### src/rtl/dec3_core.sv
// Binary-to-one-hot decoder: combinational one-hot output plus a registered copy with valid.
// The decode is a predecode tree (low/high half one-hots ANDed), so it stays shallow at WIDTH=6.
module dec3_core #(
  parameter int WIDTH = 3
) (
  input  logic                  clk,
  input  logic                  rst_aL,
  input  logic [WIDTH-1:0]      in,
  input  logic                  en,
  output logic [2**WIDTH-1:0]   out,
  output logic [2**WIDTH-1:0]   out_q,
  output logic                  out_q_vld
);

  localparam int N    = 2**WIDTH;
  localparam int LO_W = (WIDTH + 1) / 2;
  localparam int HI_W = WIDTH - LO_W;
  localparam int LO_N = 2**LO_W;
  localparam int HI_N = 2**HI_W;

  logic [LO_N-1:0] lo_hot;
  logic [HI_N-1:0] hi_hot;
  logic [N-1:0]    out_q_reg;
  logic            out_q_vld_reg;

  genvar gi;

  generate
    for (gi = 0; gi < LO_N; gi++) begin : g_lo
      assign lo_hot[gi] = (in[LO_W-1:0] == LO_W'(gi));
    end

    // Enable is folded into the high predecode so it gates every cross-product once.
    if (HI_W > 0) begin : g_hi_split
      for (gi = 0; gi < HI_N; gi++) begin : g_hi
        assign hi_hot[gi] = en && (in[WIDTH-1:LO_W] == HI_W'(gi));
      end
    end else begin : g_hi_none
      assign hi_hot[0] = en;
    end

    for (gi = 0; gi < N; gi++) begin : g_cross
      assign out[gi] = hi_hot[gi / LO_N] & lo_hot[gi % LO_N];
    end
  endgenerate

  always_ff @(posedge clk or negedge rst_aL) begin
    if (!rst_aL) begin
      out_q_reg     <= '0;
      out_q_vld_reg <= 1'b0;
    end else begin
      out_q_reg     <= out;
      out_q_vld_reg <= en;
    end
  end

  assign out_q     = out_q_reg;
  assign out_q_vld = out_q_vld_reg;

endmodule

### config.mk
export PLATFORM = sky130hd
export DESIGN_NAME = dec3_core
export DESIGN_NICKNAME = d
export VERILOG_FILES = /design/src/rtl/dec3_core.sv
export SDC_FILE = /design/constraint.sdc
export NUM_CORES = 1
export LEC_CHECK = 0
export CORE_AREA = 2 2 39 41
export CTS_CLUSTER_DIAMETER = 50
export CTS_CLUSTER_SIZE = 30
export DETAILED_ROUTE_END_ITERATION = 7
export DIE_AREA = 0 0 41 43
export PLACE_DENSITY = 0.59
export SLEW_MARGIN = 5
export SYNTH_ARGS = -nofsm -noshare
export SYNTH_HDL_FRONTEND = slang
export SYNTH_SLANG_ARGS = --single-unit
### constraint.sdc
create_clock -name clk -period 0.8 [get_ports clk]
set_clock_uncertainty 0.05 [all_clocks]
set_input_delay 0.16 -clock clk [delete_from_list [all_inputs] [get_ports clk]]
set_output_delay 0.16 -clock clk [all_outputs]
set_load 0.005 [all_outputs]
==> out/metrics.yaml <==
cells_and_area:
  fin_util_pct: 44.2
  fillCellCount: 141
  syn_to_final_growth_pct: 90.3
  layout-drive-gt1-share_pct: 76.0
  largest_reg_flops: 8
  nets: 57
  n_antenna_cell: 0
pwr:
  p_leak_nw: 0.342
  irDropWorstVdd_mv: 0.759
  power.total_mw: 0.939
  power.density_nw_per_um2: 1530
grt:
  grt-ovfl-total: 0
  grt_pass1_vias: 295
  antenna_found_initial: 0
  grt_pass1_wl_um: 1280
  grt_max_degree: 10
  grt_usage_pct: 11.7
logic_synthesis:
  synth_area_sq_um: 322
  ys_seq_elements: 9
  synth.top_cell.area_share_pct: 70.0
  yosys_warnings: 0
  syn_inst: 17
  syn_avg_cell_area_sq_um: 18.9
  yosys-top-cells-area: "dfrtp_1, and4bb_2, and4b_2"
  ys_types: 5
  yosys.area.top_type: "dfrtp_1"
  seq_area_frac_synth_pct: 70.0
  synth_fp_nets: 23
timing:
  worst_slew_pin_slew_ns: 0.252
  hold_viol: 0
  fin_setup_tns_ns: -1.81
  maxSlewViolCount: 0
  maxSlewHeadroom_pct: 83.1
  final-setup-viol-count: 16
  holdWs_ns: 0.141
  period_needed_ns: 0.957
  rsz0062_at_grt: "yes"
  max_clock_freq_mhz: 1040
  period_share_pct: 120
  worst_slack_ns: -0.157
critical_path:
  cp_data_arrival_time_ns: 0.75
  cp-end-kind: "output pin"
  crit_chain: "buf_12 -> nor4b_4 -> buf_2"
  start_kind: "primary input"
  crit_path_max_fanout: 8
  crit_family: "simple AND/OR/NAND/NOR gates"
  critPathKind: "in -> out"
  critical-path-max-stage-delay_ns: 0.31
  cp_data_required_time_ns: 0.59
  path_buf_inv: 2
  crit_slowest_cell: "nor4b_4"
flow_run:
  maxCapViolCount: 0
outcome:
  violations: "setup timing"
  status: "complete, but fails checks"
routing:
  num_vias: 275
  viasPerCell: 4.17
  top_layer: "met3"
  finalWirelength_um: 811
  drtIter0Drc: 0
  dr_wl_met3_um: 48
  wl_met2_um: 478
  wirelength_met1_um: 283
  remaining_drc_errors: 0
  routedWlPerCell_um: 12.3
  antenna_left: 0
  drt-pass1-iter-count: 1
placed_design:
  place_ws_ns: -1.01
  gp_congestion: 0.684
  dpl.hpwl_um: 557
  placement.io_buffers: 22
cts:
  clock_tree.root_cell: "clkbuf_4"
  clock-sinks: 9
  numCtsBuffers: 3
  clk_pin_slew_ns: 0.06
  htree_levels: 1
  clockBufferDepth: 2
  cts_tree: "built"
die:
  dieArea_sq_um: 1760
  io_pins: 23
  core.rowCount: 14
  start_util_pct: 23.2
  die_x_um: 41
  dieHeight_um: 43
  core-area_sq_um: 1380
worst_hold_path:
  hp-class: "in -> async"
repair_timing:
item	CTS	global route
hold buffers	1	0
resized for setup	99	3
pin swaps	4	4
endpoints found under the hold margin	1	0
setup buffers	2	3
endpoints found under the setup margin	25	16
path summary, 6_finish.rpt:
| check | start | to | slack [ns] | cells after the start |
|---|---|---|---|---|
| max in group asynchronous | rst_aL | out_q[5] | 0.43 | 2 |
| min | rst_aL | out_q[1] | 0.14 | 2 |
| min in group clk | in[0] | out_q[0] | 0.14 | 3 |
| max | in[1] | out[0] | -0.16 | 3 |
logic make-up (layout without fill, tap and decap cells):
logic type | count (synthesis) | after routing | share of synthesized area (%)
flip-flops | 9 | 9 | 70.0
buffers and inverters | 0 | 33 | 0
AND/OR/NAND/NOR | 8 | 8 | 30.0
placed cells by master, fill, tap and decap left out:
| cell | n |
|---|---|
| and4_4 | 1 |
| and4b_2 | 3 |
| and4bb_2 | 3 |
| buf_12 | 3 |
| buf_2 | 15 |
| buf_4 | 6 |
| buf_6 | 3 |
| clkbuf_1 | 1 |
| clkbuf_4 | 3 |
| clkdlybuf4s50_1 | 1 |
| dfrtp_1 | 9 |
| dlygate4sd3_1 | 1 |
| nor4b_4 | 1 |
layer usage:
metal,global-route usage (%),vias up
met5,0,-
li1,-,135
met1,12.0,130
met3,4.71,0
met4,10.0,0
met2,17.2,10
synthesized netlist by cell type:
cell type / count
and4bb_2: 3
and4b_2: 3
dfrtp_1: 9
nor4b_2: 1
and4_2: 1
through the flow:
| step | std cells | cell area (sq um) |
|---|---|---|
| 4_1_cts | 63 | 574 |
| 6_report | 66 | 612 |
| 3_5_place_dp | 56 | 569 |
| 2_1_floorplan | 17 | 322 |
| 5_1_grt | 66 | 612 |
| 3_3_place_gp | 56 | 569 |
where the power goes:
| part | switching, mW | internal (mW) | total, mW |
|---|---|---|---|
| Sequential | 0.00257 | 0.468 | 0.471 |
| Combinational | 0.0509 | 0.0870 | 0.138 |
| Clock | 0.139 | 0.191 | 0.330 |
| Total | 0.193 | 0.746 | 0.939 |
layout make-up:
class                           instances  area [sq um]  area share [%]
Timing Repair Buffer                   29           234            38.2
Clock buffer                            4          26.3            4.29
Tap cell                               16          20.0            3.27
Multi-Input combinational cell          8           106            17.4
Sequential cell                         9           225            36.8
No activity file was read; power rests on OpenSTA's default activity.
